$ cat config.mk
export PLATFORM = sky130hd
export DESIGN_NAME = regfile_sb_flat
export DESIGN_NICKNAME = d
export VERILOG_FILES = /design/src/rtl/regfile_pkg.sv /design/src/rtl/regfile_sb_if.sv /design/src/rtl/regfile_scoreboard.sv /design/src/rtl/regfile_sb.sv /design/src/flat_wrapper.sv
export SDC_FILE = /design/constraint.sdc
export NUM_CORES = 1
export LEC_CHECK = 0
export ABC_CLOCK_PERIOD_IN_PS = 7600
export CAP_MARGIN = 20
export CORE_UTILIZATION = 62
export DETAILED_ROUTE_END_ITERATION = 10
export PLACE_DENSITY = 0.87
export SETUP_SLACK_MARGIN = 0.02
export SYNTH_ARGS = -nofsm -noshare
export SYNTH_HDL_FRONTEND = slang
export SYNTH_SLANG_ARGS = --single-unit
$ cat constraint.sdc
create_clock -name clk -period 7.6 [get_ports clk]
set_input_delay 1.52 -clock clk [delete_from_list [all_inputs] [get_ports clk]]
set_output_delay 1.52 -clock clk [all_outputs]
set_load 0.02 [all_outputs]
$ cat src/rtl/regfile_pkg.sv
// Shared constants and helpers for the scoreboarded register file.
package regfile_pkg;

    localparam int unsigned DEF_DATA_W = 16;
    localparam int unsigned DEF_ADDR_W = 3;
    localparam int unsigned DEF_NUM_RD = 2;

    // Register 0 is hardwired to zero and never reserved.
    localparam int unsigned REG_ZERO = 0;

    // Bit offset of port 'port' inside a packed multi-port bus of 'width'-bit lanes.
    function automatic int unsigned slice_off(input int unsigned port, input int unsigned width);
        return port * width;
    endfunction

endpackage

$ cat src/rtl/regfile_sb_if.sv
// Bundle of read, write, reservation and status signals around the register file.
interface regfile_sb_if
    import regfile_pkg::*;
#(
    parameter int unsigned DATA_W = DEF_DATA_W,
    parameter int unsigned ADDR_W = DEF_ADDR_W,
    parameter int unsigned NUM_RD = DEF_NUM_RD,
    parameter int unsigned CNT_W  = ADDR_W + 1
);
    localparam int unsigned NUM_REGS = 1 << ADDR_W;

    logic [NUM_RD*ADDR_W-1:0] rd_addr;
    logic [NUM_RD*DATA_W-1:0] rd_data;
    logic [NUM_RD-1:0]        rd_busy;

    logic                     wa_en;
    logic [ADDR_W-1:0]        wa_addr;
    logic [DATA_W-1:0]        wa_data;

    logic                     wb_en;
    logic [ADDR_W-1:0]        wb_addr;
    logic [DATA_W-1:0]        wb_data;

    logic                     rsv_en;
    logic [ADDR_W-1:0]        rsv_addr;

    logic [NUM_REGS-1:0]      pending;
    logic [CNT_W-1:0]         pend_cnt;
    logic                     wr_conflict;
    logic                     rsv_err;
    logic                     wb_err;

    // Issue/writeback side drives requests and observes the file.
    modport master (
        output rd_addr, wa_en, wa_addr, wa_data, wb_en, wb_addr, wb_data, rsv_en, rsv_addr,
        input  rd_data, rd_busy, pending, pend_cnt, wr_conflict, rsv_err, wb_err
    );

    // Register file side.
    modport slave (
        input  rd_addr, wa_en, wa_addr, wa_data, wb_en, wb_addr, wb_data, rsv_en, rsv_addr,
        output rd_data, rd_busy, pending, pend_cnt, wr_conflict, rsv_err, wb_err
    );

endinterface

$ cat src/rtl/regfile_scoreboard.sv
// Per-register pending scoreboard with incremental population count and error pulses.
module regfile_scoreboard
    import regfile_pkg::*;
#(
    parameter int unsigned ADDR_W = DEF_ADDR_W,
    parameter int unsigned CNT_W  = ADDR_W + 1
) (
    input  logic                     clk,
    input  logic                     reset,
    input  logic                     rsv_en,
    input  logic [ADDR_W-1:0]        rsv_addr,
    input  logic                     wb_en,
    input  logic [ADDR_W-1:0]        wb_addr,
    output logic [(1<<ADDR_W)-1:0]   pending,
    output logic [CNT_W-1:0]         pend_cnt,
    output logic                     rsv_err,
    output logic                     wb_err
);
    localparam int unsigned NUM_REGS = 1 << ADDR_W;
    localparam logic [ADDR_W-1:0] ZERO_ADDR = ADDR_W'(REG_ZERO);

    logic [NUM_REGS-1:0] pending_next;
    logic [CNT_W-1:0]    cnt_next;
    logic                rsv_hit;
    logic                wb_hit;
    logic                same_reg;
    logic                inc;
    logic                dec;
    logic                rsv_err_next;
    logic                wb_err_next;

    // Next pending vector: a new reservation beats a same-cycle return to the same register.
    always_comb begin
        pending_next = pending;
        inc          = 1'b0;
        dec          = 1'b0;
        rsv_hit      = rsv_en && (rsv_addr != ZERO_ADDR);
        wb_hit       = wb_en && (wb_addr != ZERO_ADDR);
        same_reg     = rsv_hit && wb_hit && (rsv_addr == wb_addr);
        if (wb_hit && !same_reg) begin
            pending_next[wb_addr] = 1'b0;
            dec                   = pending[wb_addr];
        end
        if (rsv_hit) begin
            pending_next[rsv_addr] = 1'b1;
            inc                    = !pending[rsv_addr];
        end
        cnt_next     = pend_cnt + CNT_W'(inc) - CNT_W'(dec);
        rsv_err_next = rsv_hit && pending[rsv_addr] && !same_reg;
        wb_err_next  = wb_hit && !pending[wb_addr];
    end

    // Scoreboard state and single-cycle error pulses.
    always_ff @(posedge clk or posedge reset) begin
        if (reset) begin
            pending  <= '0;
            pend_cnt <= '0;
            rsv_err  <= 1'b0;
            wb_err   <= 1'b0;
        end else begin
            pending  <= pending_next;
            pend_cnt <= cnt_next;
            rsv_err  <= rsv_err_next;
            wb_err   <= wb_err_next;
        end
    end

endmodule

$ cat src/rtl/regfile_sb.sv
// Multi-read, dual-write register file with pending scoreboard and optional write bypass.
module regfile_sb
    import regfile_pkg::*;
#(
    parameter int unsigned DATA_W = DEF_DATA_W,
    parameter int unsigned ADDR_W = DEF_ADDR_W,
    parameter int unsigned NUM_RD = DEF_NUM_RD,
    parameter int unsigned BYPASS = 1,
    parameter int unsigned CNT_W  = ADDR_W + 1
) (
    input  logic        clk,
    input  logic        reset,
    regfile_sb_if.slave bus
);
    localparam int unsigned NUM_REGS = 1 << ADDR_W;
    localparam logic [ADDR_W-1:0] ZERO_ADDR = ADDR_W'(REG_ZERO);

    logic [DATA_W-1:0]        regs [NUM_REGS];
    logic [NUM_REGS-1:0]      pending;
    logic [CNT_W-1:0]         pend_cnt;
    logic                     rsv_err;
    logic                     wb_err;
    logic                     wr_conflict;
    logic                     wa_hit;
    logic                     wb_hit;
    logic [NUM_RD*DATA_W-1:0] rd_data_c;
    logic [NUM_RD-1:0]        rd_busy_c;

    assign wa_hit = bus.wa_en && (bus.wa_addr != ZERO_ADDR);
    assign wb_hit = bus.wb_en && (bus.wb_addr != ZERO_ADDR);

    // Storage: port A wins over port B on the same register; register 0 stays zero.
    always_ff @(posedge clk or posedge reset) begin
        if (reset) begin
            for (int unsigned r = 0; r < NUM_REGS; r++) begin
                regs[r] <= '0;
            end
        end else begin
            for (int unsigned r = 1; r < NUM_REGS; r++) begin
                if (wa_hit && (bus.wa_addr == ADDR_W'(r))) begin
                    regs[r] <= bus.wa_data;
                end else if (wb_hit && (bus.wb_addr == ADDR_W'(r))) begin
                    regs[r] <= bus.wb_data;
                end
            end
        end
    end

    // Flag a same-register collision between the two write ports.
    always_ff @(posedge clk or posedge reset) begin
        if (reset) begin
            wr_conflict <= 1'b0;
        end else begin
            wr_conflict <= wa_hit && wb_hit && (bus.wa_addr == bus.wb_addr);
        end
    end

    // Zero-latency read ports with optional forwarding of this cycle's write data.
    always_comb begin
        rd_data_c = '0;
        rd_busy_c = '0;
        for (int unsigned i = 0; i < NUM_RD; i++) begin
            logic [ADDR_W-1:0] ra;
            ra = bus.rd_addr[slice_off(i, ADDR_W) +: ADDR_W];
            if (ra != ZERO_ADDR) begin
                rd_data_c[slice_off(i, DATA_W) +: DATA_W] = regs[ra];
                rd_busy_c[i] = pending[ra];
                if (BYPASS != 0) begin
                    if (wa_hit && (bus.wa_addr == ra)) begin
                        rd_data_c[slice_off(i, DATA_W) +: DATA_W] = bus.wa_data;
                    end else if (wb_hit && (bus.wb_addr == ra)) begin
                        rd_data_c[slice_off(i, DATA_W) +: DATA_W] = bus.wb_data;
                    end
                    if (wb_hit && (bus.wb_addr == ra)) begin
                        rd_busy_c[i] = 1'b0;
                    end
                end
            end
        end
    end

    regfile_scoreboard #(
        .ADDR_W (ADDR_W),
        .CNT_W  (CNT_W)
    ) u_scoreboard (
        .clk      (clk),
        .reset    (reset),
        .rsv_en   (bus.rsv_en),
        .rsv_addr (bus.rsv_addr),
        .wb_en    (bus.wb_en),
        .wb_addr  (bus.wb_addr),
        .pending  (pending),
        .pend_cnt (pend_cnt),
        .rsv_err  (rsv_err),
        .wb_err   (wb_err)
    );

    assign bus.rd_data     = rd_data_c;
    assign bus.rd_busy     = rd_busy_c;
    assign bus.pending     = pending;
    assign bus.pend_cnt    = pend_cnt;
    assign bus.rsv_err     = rsv_err;
    assign bus.wb_err      = wb_err;
    assign bus.wr_conflict = wr_conflict;

endmodule

$ cat src/flat_wrapper.sv
// flat-port wrapper written by rule: the top's interface ports become plain ports
module regfile_sb_flat import regfile_pkg::*;
#(
    parameter int unsigned DATA_W = DEF_DATA_W,
    parameter int unsigned ADDR_W = DEF_ADDR_W,
    parameter int unsigned NUM_RD = DEF_NUM_RD,
    parameter int unsigned BYPASS = 1,
    parameter int unsigned CNT_W  = ADDR_W + 1
)
  (clk, reset, bus_rd_addr, bus_wa_en, bus_wa_addr, bus_wa_data, bus_wb_en, bus_wb_addr, bus_wb_data, bus_rsv_en, bus_rsv_addr, bus_rd_data, bus_rd_busy, bus_pending, bus_pend_cnt, bus_wr_conflict, bus_rsv_err, bus_wb_err);
  regfile_sb_if #(.DATA_W(DATA_W), .ADDR_W(ADDR_W), .NUM_RD(NUM_RD), .CNT_W(CNT_W)) bus_i ();
  input  logic clk;
  input  logic reset;
  input wire logic [$bits(bus_i.rd_addr)-1:0] bus_rd_addr;
  input wire logic [$bits(bus_i.wa_en)-1:0] bus_wa_en;
  input wire logic [$bits(bus_i.wa_addr)-1:0] bus_wa_addr;
  input wire logic [$bits(bus_i.wa_data)-1:0] bus_wa_data;
  input wire logic [$bits(bus_i.wb_en)-1:0] bus_wb_en;
  input wire logic [$bits(bus_i.wb_addr)-1:0] bus_wb_addr;
  input wire logic [$bits(bus_i.wb_data)-1:0] bus_wb_data;
  input wire logic [$bits(bus_i.rsv_en)-1:0] bus_rsv_en;
  input wire logic [$bits(bus_i.rsv_addr)-1:0] bus_rsv_addr;
  output wire logic [$bits(bus_i.rd_data)-1:0] bus_rd_data;
  output wire logic [$bits(bus_i.rd_busy)-1:0] bus_rd_busy;
  output wire logic [$bits(bus_i.pending)-1:0] bus_pending;
  output wire logic [$bits(bus_i.pend_cnt)-1:0] bus_pend_cnt;
  output wire logic [$bits(bus_i.wr_conflict)-1:0] bus_wr_conflict;
  output wire logic [$bits(bus_i.rsv_err)-1:0] bus_rsv_err;
  output wire logic [$bits(bus_i.wb_err)-1:0] bus_wb_err;
  assign bus_i.rd_addr = bus_rd_addr;
  assign bus_i.wa_en = bus_wa_en;
  assign bus_i.wa_addr = bus_wa_addr;
  assign bus_i.wa_data = bus_wa_data;
  assign bus_i.wb_en = bus_wb_en;
  assign bus_i.wb_addr = bus_wb_addr;
  assign bus_i.wb_data = bus_wb_data;
  assign bus_i.rsv_en = bus_rsv_en;
  assign bus_i.rsv_addr = bus_rsv_addr;
  assign bus_rd_data = bus_i.rd_data;
  assign bus_rd_busy = bus_i.rd_busy;
  assign bus_pending = bus_i.pending;
  assign bus_pend_cnt = bus_i.pend_cnt;
  assign bus_wr_conflict = bus_i.wr_conflict;
  assign bus_rsv_err = bus_i.rsv_err;
  assign bus_wb_err = bus_i.wb_err;
  regfile_sb #(.DATA_W(DATA_W), .ADDR_W(ADDR_W), .NUM_RD(NUM_RD), .BYPASS(BYPASS), .CNT_W(CNT_W)) u_core (.clk(clk), .reset(reset), .bus(bus_i));
endmodule
# After elaboration in Yosys (flattened, before gate mapping)
# Index checks and enable logic that the tools add are counted.
dict set report word_totals {
  register_bits 127
  in_bits 52
  out_inout_bits 49
  elab_cells 139
}
dict set report op_classes {
  n_addsub 2
  order_cmp 8
  eq_ne 20
  mux 46
  bitwise 5
  n_reduce_logical 46
}
# cell n
set op_table {}
lappend op_table {{2-to-1 mux 16 bit} 24}
lappend op_table {{binary-select mux 16 bit (select 3 bit)} 2}
lappend op_table {{logical AND 1 bit} 31}
lappend op_table {{== test 3 bit (second input constant)} 8}
lappend op_table {{== test 3 bit} 6}
lappend op_table {{less-than comparator 3 x 4 -> 1 bit (second input constant)} 4}
lappend op_table {{2-to-1 mux 8 bit} 2}
lappend op_table {{nonzero test 3 bit} 5}
lappend op_table {{nonzero test 2 bit} 7}
lappend op_table {{binary-select mux 1 bit (select 3 bit)} 4}
lappend op_table {{== test 3 x 2 -> 1 bit (second input constant)} 4}
lappend op_table {{2-to-1 mux 1 bit} 12}
lappend op_table {{AND 8 bit} 1}
lappend op_table {{>= comparator 4 bit (second input constant)} 2}
lappend op_table {{inverter 3 -> 4 bit} 2}
lappend op_table {{inverter 8 bit} 1}
lappend op_table {{OR 8 bit} 1}
lappend op_table {{demux 1 bit (select 3 bit)} 2}
lappend op_table {{== test 3 x 1 -> 1 bit (second input constant)} 2}
lappend op_table {{>= comparator 3 x 1 -> 1 bit (second input constant)} 2}
lappend op_table {{adder 4 x 1 -> 4 bit} 1}
lappend op_table {{subtractor 4 x 1 -> 4 bit} 1}
lappend op_table {{logical NOT 1 bit} 3}

# Logic depth before layout (Yosys ltp)
# Gate-level depths: netlist of the first run.
dict set report logic_depth {
  depth_word 9
  mapped_depth 11
  ltp_nobuf 10
}

# Modules after synthesis
# From an unflattened synthesis of the first run, not the netlist that was laid out.
dict set report hier_totals {
  hier_cells 1007
  area_unflattened_um2 9306.4
}
# module instances cells_each area_each_um2 seq_area_each_um2
set by_module_without_submodules {}
lappend by_module_without_submodules {regfile_sb 1 931 8448.1 2827.7}
lappend by_module_without_submodules {regfile_scoreboard 1 76 858.3 350.3}

# Least setup slack after synthesis of the first run
# No wires, ideal clock.
dict set report synth_timing {
  kind {input to output}
  start {in bus_rd_addr[3]}
  end {out bus_rd_data[20]}
  arrival_time_ns 3.226
  t_required_ns 6.080
  path_slack_ns 2.854
  stages 6
  n_path_buf 2
  path_cell_list {buf_6 > or3b_4 > a2111oi_4 > buf_6 > a22oi_1 > a2bb2oi_1}
}
dict set report synth_between {
  elab_chain_len 7
  elab_cells_between_ends 12
  cone_classes {eq/ne: 2; mux: 6; bitwise: 1; reduce/logical: 3}
}
# element line
set synth_rtl {}
lappend synth_rtl {{start: declaration} flat_wrapper.sv:14} ;# input wire logic [$bits(bus_i.rd_addr)-1:0] bus_rd_addr;
lappend synth_rtl {{inverter 3 -> 4 bit (not written as such)} regfile_sb.sv:66} ;# rd_data_c[slice_off(i, DATA_W) +: DATA_W] = regs[ra];
lappend synth_rtl {{binary-select mux 16 bit (select 3 bit)} regfile_sb.sv:66}
lappend synth_rtl {{2-to-1 mux 16 bit (not written as such) (2 in series)} regfile_sb.sv:66}
lappend synth_rtl {{2-to-1 mux 16 bit} regfile_sb.sv:71} ;# end else if (wb_hit && (bus.wb_addr == ra)) begin
lappend synth_rtl {{2-to-1 mux 16 bit} regfile_sb.sv:69} ;# if (wa_hit && (bus.wa_addr == ra)) begin
lappend synth_rtl {{2-to-1 mux 16 bit *} regfile_sb.sv:65} ;# if (ra != ZERO_ADDR) begin
lappend synth_rtl {{end: declaration} flat_wrapper.sv:23} ;# output wire logic [$bits(bus_i.rd_data)-1:0] bus_rd_data;
# Mark *: on every way between the ends. The rest lies on a longest branch, timed or not. The select of a mux whose other input is x is not followed.

# Worst setup path in the final report of the first run
dict set report layout_timing {
  start {in bus_rd_addr[4]}
  end {out bus_rd_data[31]}
}
# The elaborated chain is that of the path after synthesis.

==> results of run 1 <==
[area by class of cell]
| type | count | area (um2) | share of cell area, % |
|---|---|---|---|
| tap | 180 | 225 | 2.14 |
| timing repair buffer | 129 | 1210 | 11.5 |
| clock inverter | 9 | 72.6 | 0.688 |
| clock buffer | 20 | 437 | 4.14 |
| multi-input combinational | 723 | 5390 | 51.1 |
| sequential | 127 | 3180 | 30.1 |
| inverter | 8 | 32.5 | 0.309 |
[stage by stage]
| step | setup WS [ns] | area [um2] | cells | hold WS, ns |
|---|---|---|---|---|
| floorplan | 2.70 | 9080 | 980 | 0.543 |
| global placement | 1.27 | 10000 | 1167 | 0.462 |
| detailed placement | 1.25 | 10000 | 1167 | 0.500 |
| CTS | 1.23 | 10500 | 1196 | 0.512 |
| global route | 0.977 | 10500 | 1196 | 0.521 |
| finish | 1.14 | 10500 | 1196 | 0.502 |
[cells by family (layout without fill, tap and decap cells)]
| kind of cell | after synthesis | after routing |
|---|---|---|
| fa+ha+maj | 5 | 5 |
| flops | 127 | 127 |
| mux | 218 | 218 |
| simple gates | 233 | 233 |
| compound gates | 253 | 253 |
| buf+inv | 130 | 166 |
| xor+xnor | 14 | 14 |
[registers in the layout, summed over array words and instances, names as in the netlist]
register,flops
u_core.u_scoreboard.pend_cnt,4
u_core.u_scoreboard.pending,8
u_core.u_scoreboard.wb_err,1
u_core.bus.wr_conflict,1
u_core.regs,112
u_core.u_scoreboard.rsv_err,1
[final timing paths]
check | endpoint | slack (ns) | depth (start not counted)
min reg2reg | u_core.u_scoreboard.pend_cnt[0]$_DFF_PP0_ | 0.50 | 1
max in group asynchronous | u_core.regs[43]$_DFFE_PP0P_ | 4.63 | 3
max | bus_rd_data[31] | 1.14 | 7
max reg2reg | u_core.u_scoreboard.pend_cnt[2]$_DFF_PP0_ | 5.06 | 8
min in group asynchronous | u_core.regs[17]$_DFFE_PP0P_ | 1.65 | 2
min | u_core.u_scoreboard.pend_cnt[0]$_DFF_PP0_ | 0.50 | 1
[report_power, final]
part           switching [mW]  leakage (nW)  total (mW)  internal [mW]
Sequential              0.138          1.49       0.970          0.832
Combinational           0.425          2.83       0.838          0.413
Clock                   0.295         0.255       0.733          0.438
[cell usage in the layout, fill, tap and decap left out, types with 6 or more instances in the layout]
cell type	count
a21oi_1	68
a221o_1	30
a22oi_1	46
a2bb2oi_1	15
a31oi_1	17
buf_4	29
clkbuf_16	17
clkdlybuf4s50_1	98
clkinv_2	7
dfrtp_1	127
inv_1	7
mux2_2	31
mux2i_1	177
mux4_2	10
nand2_1	68
nand2b_1	6
nand3_1	35
nor2_1	67
nor2b_1	7
nor3_1	20
o21ai_0	51
xnor2_1	13
[routing by layer]
| layer | track usage [%] | up-vias | share of wire [%] |
|---|---|---|---|
| met5 | 0 | - | 0 |
| met4 | 21.6 | 0 | 4.7 |
| met3 | 10.0 | 145 | 11 |
| met2 | 60.8 | 677 | 46 |
| met1 | 50.3 | 3969 | 38 |
| li1 | - | 3646 | - |
==> results.json, run 1 <==
{
  "synthCells": 980,
  "first_pass_iters": 8,
  "insertedDiodeCount": 0,
  "chipWidth_um": 123,
  "synth_common_cells": "mux2i_1, dfrtp_1, a21oi_1, clkbuf_1, nand2_1",
  "nFillCells": 1037,
  "antenna_left": 0,
  "max-vdd-ir-drop_mv": 0.175,
  "r2r_start": "u_core.u_scoreboard.pending[3]$_DFF_PP0_",
  "fin_crit_sh_pct": 85.0,
  "clk_pin_slew_ns": 0.05,
  "wl_mm": 28.5,
  "tightestPinTransition_ns": 0.974,
  "clock_sinks": 127,
  "cp_slowest_stage_delay_ns": 0.96,
  "grt_pass1_vias": 8187,
  "cp_slowest_cell": "clkdlybuf4s50_1",
  "grt_pass1_wl_mm": 44.4,
  "initial_core_util_pct": 64.4,
  "core_region_area_um2": 14100,
  "power_leakage_nw": 4.58,
  "grt_usage_pct": 39.3,
  "hold_path_class": "flip-flop to flip-flop",
  "synth_compound_area_share_pct": 18.9,
  "dr_total_vias": 8437,
  "chipHeight_um": 123,
  "maxSlewHeadroom_pct": 34.5,
  "hold_violations": 0,
  "tns_ns": 0,
  "synth.distinct_cells": 54,
  "die-area_um2": 15100,
  "syn_nets": 1037,
  "worstHoldStart": "u_core.u_scoreboard.pend_cnt[0]$_DFF_PP0_",
  "clk-insertion-delay-late_ns": 0.42,
  "wire_per_inst_um": 23.8,
  "htree_levels": 4,
  "grt_overflow": 0,
  "post_cts_buffers": 0,
  "cp_common_cell": "clkdlybuf4s50_1",
  "cpLargestDelayFamily": "buffers and inverters",
  "fin_nets": 1063,
  "initialDrtViolationCount": 1235,
  "crit_chain": "clkdlybuf4s50_1, buf_4, xnor2_1, and4_1, a22oi_1, a2bb2oi_1, clkdlybuf4s50_1",
  "path_max_fanout": 17,
  "synth-warning-count": 16,
  "drive_gt1_share_pct": 11.2,
  "period_needed_ns": 6.46,
  "power.density_nw_per_um2": 241,
  "required_ns": 6.08,
  "cts_resized": 0,
  "path_buf_inv": 3,
  "dp_hpwl_mm": 17.8,
  "arrival_ns": 4.94,
  "grt_max_degree": 73,
  "cts_tree": "built",
  "rsz0062_at_grt": "no",
  "place_congestion": 0.918,
  "muxShareOfSynthArea_pct": 25.8,
  "syn2layout_area_growth_pct": 16.0,
  "p_total_mw": 2.54,
  "synth.ff_latch_count": 127,
  "synth_edf_count": 0,
  "synthAdderAreaFrac_pct": 0.771,
  "synthFlopType": "dfrtp_1",
  "start_kind": "input pin",
  "io_pins": 101,
  "hold_buffers": 0,
  "async_flop_share_pct": 100,
  "synthSimpleGateAreaFrac_pct": 11.9,
  "startpoint": "bus_rd_addr[4]",
  "final_core_util_pct": 74.8,
  "netlist_top_cells_area": "dfrtp_1, mux2i_1, mux2_2, a22oi_1, a21oi_1",
  "vias_per_cell": 7.05,
  "seq_area_frac_synth_pct": 35.0,
  "synth.most_common_cell": "mux2i_1",
  "numCtsBuffers": 17,
  "synth_xor_area_share_pct": 1.35,
  "rows": 43,
  "netlist.area_leader.share_pct": 35.0,
  "port_buffers": 100,
  "fmax_ghz": 0.155,
  "ctsRootBufferMaster": "clkbuf_16",
  "slew_violations": 0,
  "worstSetupPathType": "input pin to primary output",
  "fin_skew_ns": 0.00205,
  "yosys.area.top_type": "dfrtp_1",
  "outcome": "finished clean",
  "avgSynthCellArea_um2": 9.27,
  "grt_antenna_before_repair": 0,
  "end_kind": "primary output",
  "clock_path_buffers": 2,
  "drc": 0,
  "synth_top_family_by_area": "multiplexers",
  "syn-cell-area_um2": 9080,
  "maxCapViolations": 0,
  "setup_viol": 0
}
No activity file was read; power rests on OpenSTA's default activity.
==> run 2: changes to the inputs <==
MAX_ROUTING_LAYER = met4   (was default)
SLEW_MARGIN = 20   (was default)
==> run 2 against run 1 <==
- critical endpoint unchanged
- critical path type unchanged
- worst setup slack got worse by 0.031 ns
- sequential share of layout area unchanged
- clock skew increased by 0.0016 ns
- critical path depth unchanged
- maximum frequency decreased by 0.47%
==> results.json, run 2 (synthesis gave the netlist of run 1 again) <==
{
  "outcome": "finished clean",
  "dpl_cell_area_um2": 10000,
  "final_common_cell": "mux2i_1",
  "port_buffers": 100,
  "dr_total_vias": 8398,
  "fin_skew_ns": 0.00361,
  "clock_path_buffers": 2,
  "end_kind": "primary output",
  "htree_levels": 4,
  "max-vdd-ir-drop_mv": 0.177,
  "p_seq_share_pct": 38.1,
  "worstSetupPathType": "input pin to primary output",
  "initialDrtViolationCount": 1277,
  "cp_common_cell": "clkdlybuf4s50_1",
  "maxCapViolations": 0,
  "grt_pass1_vias": 8202,
  "place_congestion": 0.934,
  "post_cts_buffers": 0,
  "cts_resized": 0,
  "nFillCells": 1037,
  "hold_buffers": 0,
  "cts_tree": "built",
  "rsz0062_at_grt": "no",
  "path_buf_inv": 3,
  "p_clk_share_pct": 28.9,
  "layout_common_cells": "mux2i_1, dfrtp_1, clkdlybuf4s50_1",
  "first_pass_iters": 8,
  "cp_slowest_cell": "clkdlybuf4s50_1",
  "antenna_left": 0,
  "insertedDiodeCount": 0,
  "intPower_mw": 1.68,
  "grt_antenna_before_repair": 0,
  "setup_viol": 0,
  "crit_chain": "clkdlybuf4s50_1, buf_4, xnor2_1, and4_1, a22oi_1, a2bb2oi_1, clkdlybuf4s50_1",
  "hold_path_class": "flip-flop to flip-flop",
  "core_region_area_um2": 14100,
  "grt_max_degree": 73,
  "slew_violations": 0,
  "fmax_ghz": 0.154,
  "dp_hpwl_mm": 17.8,
  "top_register": "u_core.regs",
  "period_needed_ns": 6.49,
  "tightestPinTransition_ns": 0.991,
  "rows": 43,
  "syn2layout_area_growth_pct": 16.0,
  "vias_per_cell": 7.02,
  "maxSlewHeadroom_pct": 33.4,
  "grt_pass1_wl_mm": 44.3,
  "fin_nets": 1063,
  "tns_ns": 0,
  "switching_power_mw": 0.858,
  "switching_share_pct": 33.8,
  "chipHeight_um": 123,
  "fin_crit_sh_pct": 85.4,
  "fin_area_um2": 10500,
  "p_comb_share_pct": 33.0,
  "numCtsBuffers": 17,
  "hold_violations": 0,
  "largest_reg_flops": 112,
  "worst-path-stages": 7,
  "arrival_ns": 4.97,
  "initial_core_util_pct": 64.4,
  "grt_overflow": 0,
  "io_pins": 101,
  "power_leakage_nw": 4.58,
  "die-area_um2": 15100,
  "path_max_fanout": 17,
  "chipWidth_um": 123,
  "cpLargestDelayFamily": "buffers and inverters",
  "ctsRootBufferMaster": "clkbuf_16",
  "cp_slowest_stage_delay_ns": 1.00,
  "worst_r2r_path_depth": 8,
  "wire_per_inst_um": 23.7,
  "grt_usage_pct": 40.4,
  "drive_gt1_share_pct": 11.2,
  "drc": 0,
  "power.density_nw_per_um2": 241,
  "wl_mm": 28.4,
  "top_regs": "u_core.regs: 112 flops, u_core.u_scoreboard.pending: 8 flops, u_core.u_scoreboard.pend_cnt: 4 flops",
  "clock_sinks": 127,
  "start_kind": "input pin",
  "clk-insertion-delay-late_ns": 0.43,
  "holdPathStages": 1,
  "required_ns": 6.08,
  "clk_pin_slew_ns": 0.05
}
[run 2: worst paths after layout]
| check | from | slack, ns | end |
|---|---|---|---|
| setup / recovery | bus_rd_addr[4] | 1.11 | bus_rd_data[31] |
| setup reg to reg | u_core.u_scoreboard.pending[3]$_DFF_PP0_ | 5.05 | u_core.u_scoreboard.pend_cnt[2]$_DFF_PP0_ |
| hold / removal | u_core.u_scoreboard.pend_cnt[0]$_DFF_PP0_ | 0.50 | u_core.u_scoreboard.pend_cnt[0]$_DFF_PP0_ |
| min in group asynchronous | reset | 1.65 | u_core.regs[17]$_DFFE_PP0P_ |
| max in group asynchronous | reset | 4.64 | u_core.regs[59]$_DFFE_PP0P_ |
| hold reg to reg | u_core.u_scoreboard.pend_cnt[0]$_DFF_PP0_ | 0.50 | u_core.u_scoreboard.pend_cnt[0]$_DFF_PP0_ |
[run 2: worst reg2reg max path, delay by kind of cell (launching register included)]
family	cells	cell delay, ns
xor gates and xnor gates	1	0.17
adders and majority gates	3	0.93
buffers and inverters	1	0.04
DFF	1	0.44
muxes	2	0.76
and+or+nand+nor	1	0.09
[run 2: routing by layer]
layer,vias up,routed length (um),global-route usage (%)
li1,3654,-,-
met1,3963,10800,50.4
met2,632,13000,61.0
met3,149,3210,9.50
met4,0,1290,21.5
met5,-,0,-
[run 2: cell type report]
class                           count  area [um2]  area share [%]
Inverter                            8        32.5           0.309
Sequential cell                   127        3180            30.1
Timing Repair Buffer              129        1210            11.5
Tap cell                          180         225            2.14
Clock inverter                      9        72.6           0.688
Clock buffer                       20         437            4.14
Multi-Input combinational cell    723        5390            51.1
[run 2: per-stage QoR]
stage | hold slack [ns] | util, % | power [mW] | worst slack, ns | instances
after floorplan | 0.543 | - | 1.50 | 2.70 | 980
after global placement | 0.462 | 71.2 | 1.76 | 1.27 | 1167
after detailed placement | 0.500 | 71.2 | 1.80 | 1.25 | 1167
after CTS | 0.512 | 74.8 | 2.53 | 1.23 | 1196
after global routing | 0.521 | 74.8 | 2.66 | 0.977 | 1196
final | 0.502 | 74.8 | 2.54 | 1.11 | 1196
[run 2: power groups by stage]
stage	Clock, mW	Combinational (mW)	Sequential (mW)
floorplan	0	0.549	0.955
global placement	0	0.805	0.959
detailed placement	0	0.829	0.970
CTS	0.735	0.833	0.961
global route	0.762	0.910	0.984
finish	0.734	0.839	0.968
==> run 3: changes to the inputs <==
ABC_CLOCK_PERIOD_IN_PS = default   (was 7600)
CORE_MARGIN = 5   (was default)
==> run 3 against run 2 <==
- clock power is 17% higher
- first-iteration DRC count is 13% higher
- wire length is 3.9% higher
- flip-flop and latch count stayed put
- via count is 2.5% higher
- combinational power is 2% higher
- sequential share of layout area is 0.32 points lower
- critical path depth is 1 lower
- die area is 13% higher
- global-route usage is 4.8 points lower
==> results.json, run 3 (synthesis gave the netlist of run 1 again) <==
{
  "outcome": "finished clean",
  "chipHeight_um": 131,
  "end_kind": "primary output",
  "arrival_ns": 4.84,
  "required_ns": 6.08,
  "core_region_area_um2": 14500,
  "power_leakage_nw": 4.62,
  "dp_hpwl_mm": 18.1,
  "dr_total_vias": 8606,
  "io_pins": 101,
  "instances_no_fill": 1206,
  "tns_ns": 0,
  "ctsRootBufferMaster": "clkbuf_16",
  "max-vdd-ir-drop_mv": 0.197,
  "crit_chain": "clkdlybuf4s50_1, xnor2_1, and4_1, nand2_1, a31oi_1, clkdlybuf4s50_1",
  "worstSetupPathType": "input pin to primary output",
  "htree_levels": 4,
  "final_common_cell": "mux2i_1",
  "fin_skew_ns": 0.00272,
  "numCtsBuffers": 17,
  "rsz0062_at_grt": "no",
  "cp_slowest_cell": "clkdlybuf4s50_1",
  "drt-met1-wl_mm": 10.7,
  "cts_resized": 0,
  "layout_common_cells": "mux2i_1, dfrtp_1, clkdlybuf4s50_1",
  "vias_per_cell": 7.14,
  "slew_violations": 0,
  "initialDrtViolationCount": 1442,
  "highest_layer": "met4",
  "fmax_ghz": 0.157,
  "dr_wl_met3_mm": 3.56,
  "path_max_fanout": 24,
  "first_pass_iters": 6,
  "grt_usage_pct": 35.5,
  "rows": 44,
  "syn2layout_area_growth_pct": 17.3,
  "fin_crit_sh_pct": 83.7,
  "grt_pass1_vias": 8360,
  "hold_path_class": "flip-flop to flip-flop",
  "clk-insertion-delay-late_ns": 0.42,
  "maxCapViolations": 0,
  "period_needed_ns": 6.36,
  "die-area_um2": 17200,
  "hold_ws_ns": 0.521,
  "setup_viol": 0,
  "cp_slowest_stage_delay_ns": 1.15,
  "hold_buffers": 0,
  "top_regs": "u_core.regs: 112 flops, u_core.u_scoreboard.pending: 8 flops, u_core.u_scoreboard.pend_cnt: 4 flops",
  "fin_nets": 1065,
  "start_kind": "input pin",
  "chipWidth_um": 131,
  "post_cts_buffers": 0,
  "maxSlewHeadroom_pct": 29.0,
  "initial_core_util_pct": 62.7,
  "tightestPinTransition_ns": 1.06,
  "drive_gt1_share_pct": 11.6,
  "clock_path_buffers": 2,
  "wire_per_inst_um": 24.4,
  "grt_overflow": 0,
  "cts_tree": "built",
  "wl_met2_mm": 13.5,
  "wl_mm": 29.5,
  "port_buffers": 100,
  "place_congestion": 0.976,
  "grt_max_degree": 66,
  "antenna_left": 0,
  "largest_reg_flops": 112,
  "power.density_nw_per_um2": 252,
  "clk_pin_slew_ns": 0.05,
  "placedCellCount": 1173,
  "grt_pass1_wl_mm": 45.2,
  "top_register": "u_core.regs",
  "drc": 0,
  "hold_violations": 0,
  "cp_common_cell": "clkdlybuf4s50_1",
  "clock_sinks": 127,
  "grt_antenna_before_repair": 1
}
run 3: changes by cell type in the layout (fill, tap and decap cells not counted), sizes merged:
cell	change
clkinvlp	+3
clkinv	-4
buf	+2
clkbuf	+1
bufinv	+3
diode	+1
run 3: per-stage QoR:
stage / cell area [um2] / power (mW) / setup slack [ns] / utilization [%]
6_report: 10700 / 2.68 / 1.24 / 73.6
5_1_grt: 10700 / 2.79 / 1.22 / 73.6
4_1_cts: 10700 / 2.66 / 1.41 / 73.6
3_5_place_dp: 10000 / 1.80 / 1.47 / 69.4
3_3_place_gp: 10000 / 1.77 / 1.48 / 69.4
2_1_floorplan: 9080 / 1.50 / 2.70 / -
run 3: layout make-up:
type                       count  area, um2
clock buffer                  21        440
inverter                       8       32.5
clock inverter                11        165
sequential                   127       3180
fill                        1013       3820
tap                          184        230
antenna                        1       2.50
multi-input combinational    723       5380
timing repair buffer         131       1220
run 3: path summary, 6_finish.rpt:
kind / from / to / slack (ns) / depth (start not counted)
max reg2reg: u_core.u_scoreboard.pending[3]$_DFF_PP0_ / u_core.u_scoreboard.pend_cnt[2]$_DFF_PP0_ / 5.03 / 8
max: bus_rd_addr[2] / bus_rd_data[15] / 1.24 / 6
max in group asynchronous: reset / u_core.regs[28]$_DFFE_PP0P_ / 4.61 / 3
min: u_core.u_scoreboard.pending[0]$_DFF_PP0_ / u_core.u_scoreboard.pending[0]$_DFF_PP0_ / 0.52 / 0
min in group asynchronous: reset / u_core.regs[16]$_DFFE_PP0P_ / 1.61 / 2
min reg2reg: u_core.u_scoreboard.pending[0]$_DFF_PP0_ / u_core.u_scoreboard.pending[0]$_DFF_PP0_ / 0.52 / 0
run 3: critical path, delay by kind of cell:
family / cells / cell delay (ns)
buffers and inverters: 2 / 1.83
and+or+nand+nor: 2 / 0.92
AOI/OAI and AO/OA: 1 / 0.35
xor gates and xnor gates: 1 / 0.22
run 3: per-layer routing:
metal / GRT usage, % / vias to the layer above
met4: 20.1 / 0
met3: 8.58 / 181
li1: - / 3656
met2: 53.3 / 688
met1: 43.9 / 4081
met5: - / -
run 3: power breakdown:
| group | switching (mW) | internal (mW) | leakage [nW] |
|---|---|---|---|
| Clock | 0.314 | 0.546 | 0.283 |
| Combinational | 0.439 | 0.414 | 2.84 |
| Sequential | 0.139 | 0.832 | 1.49 |
| Total | 0.892 | 1.79 | 4.62 |
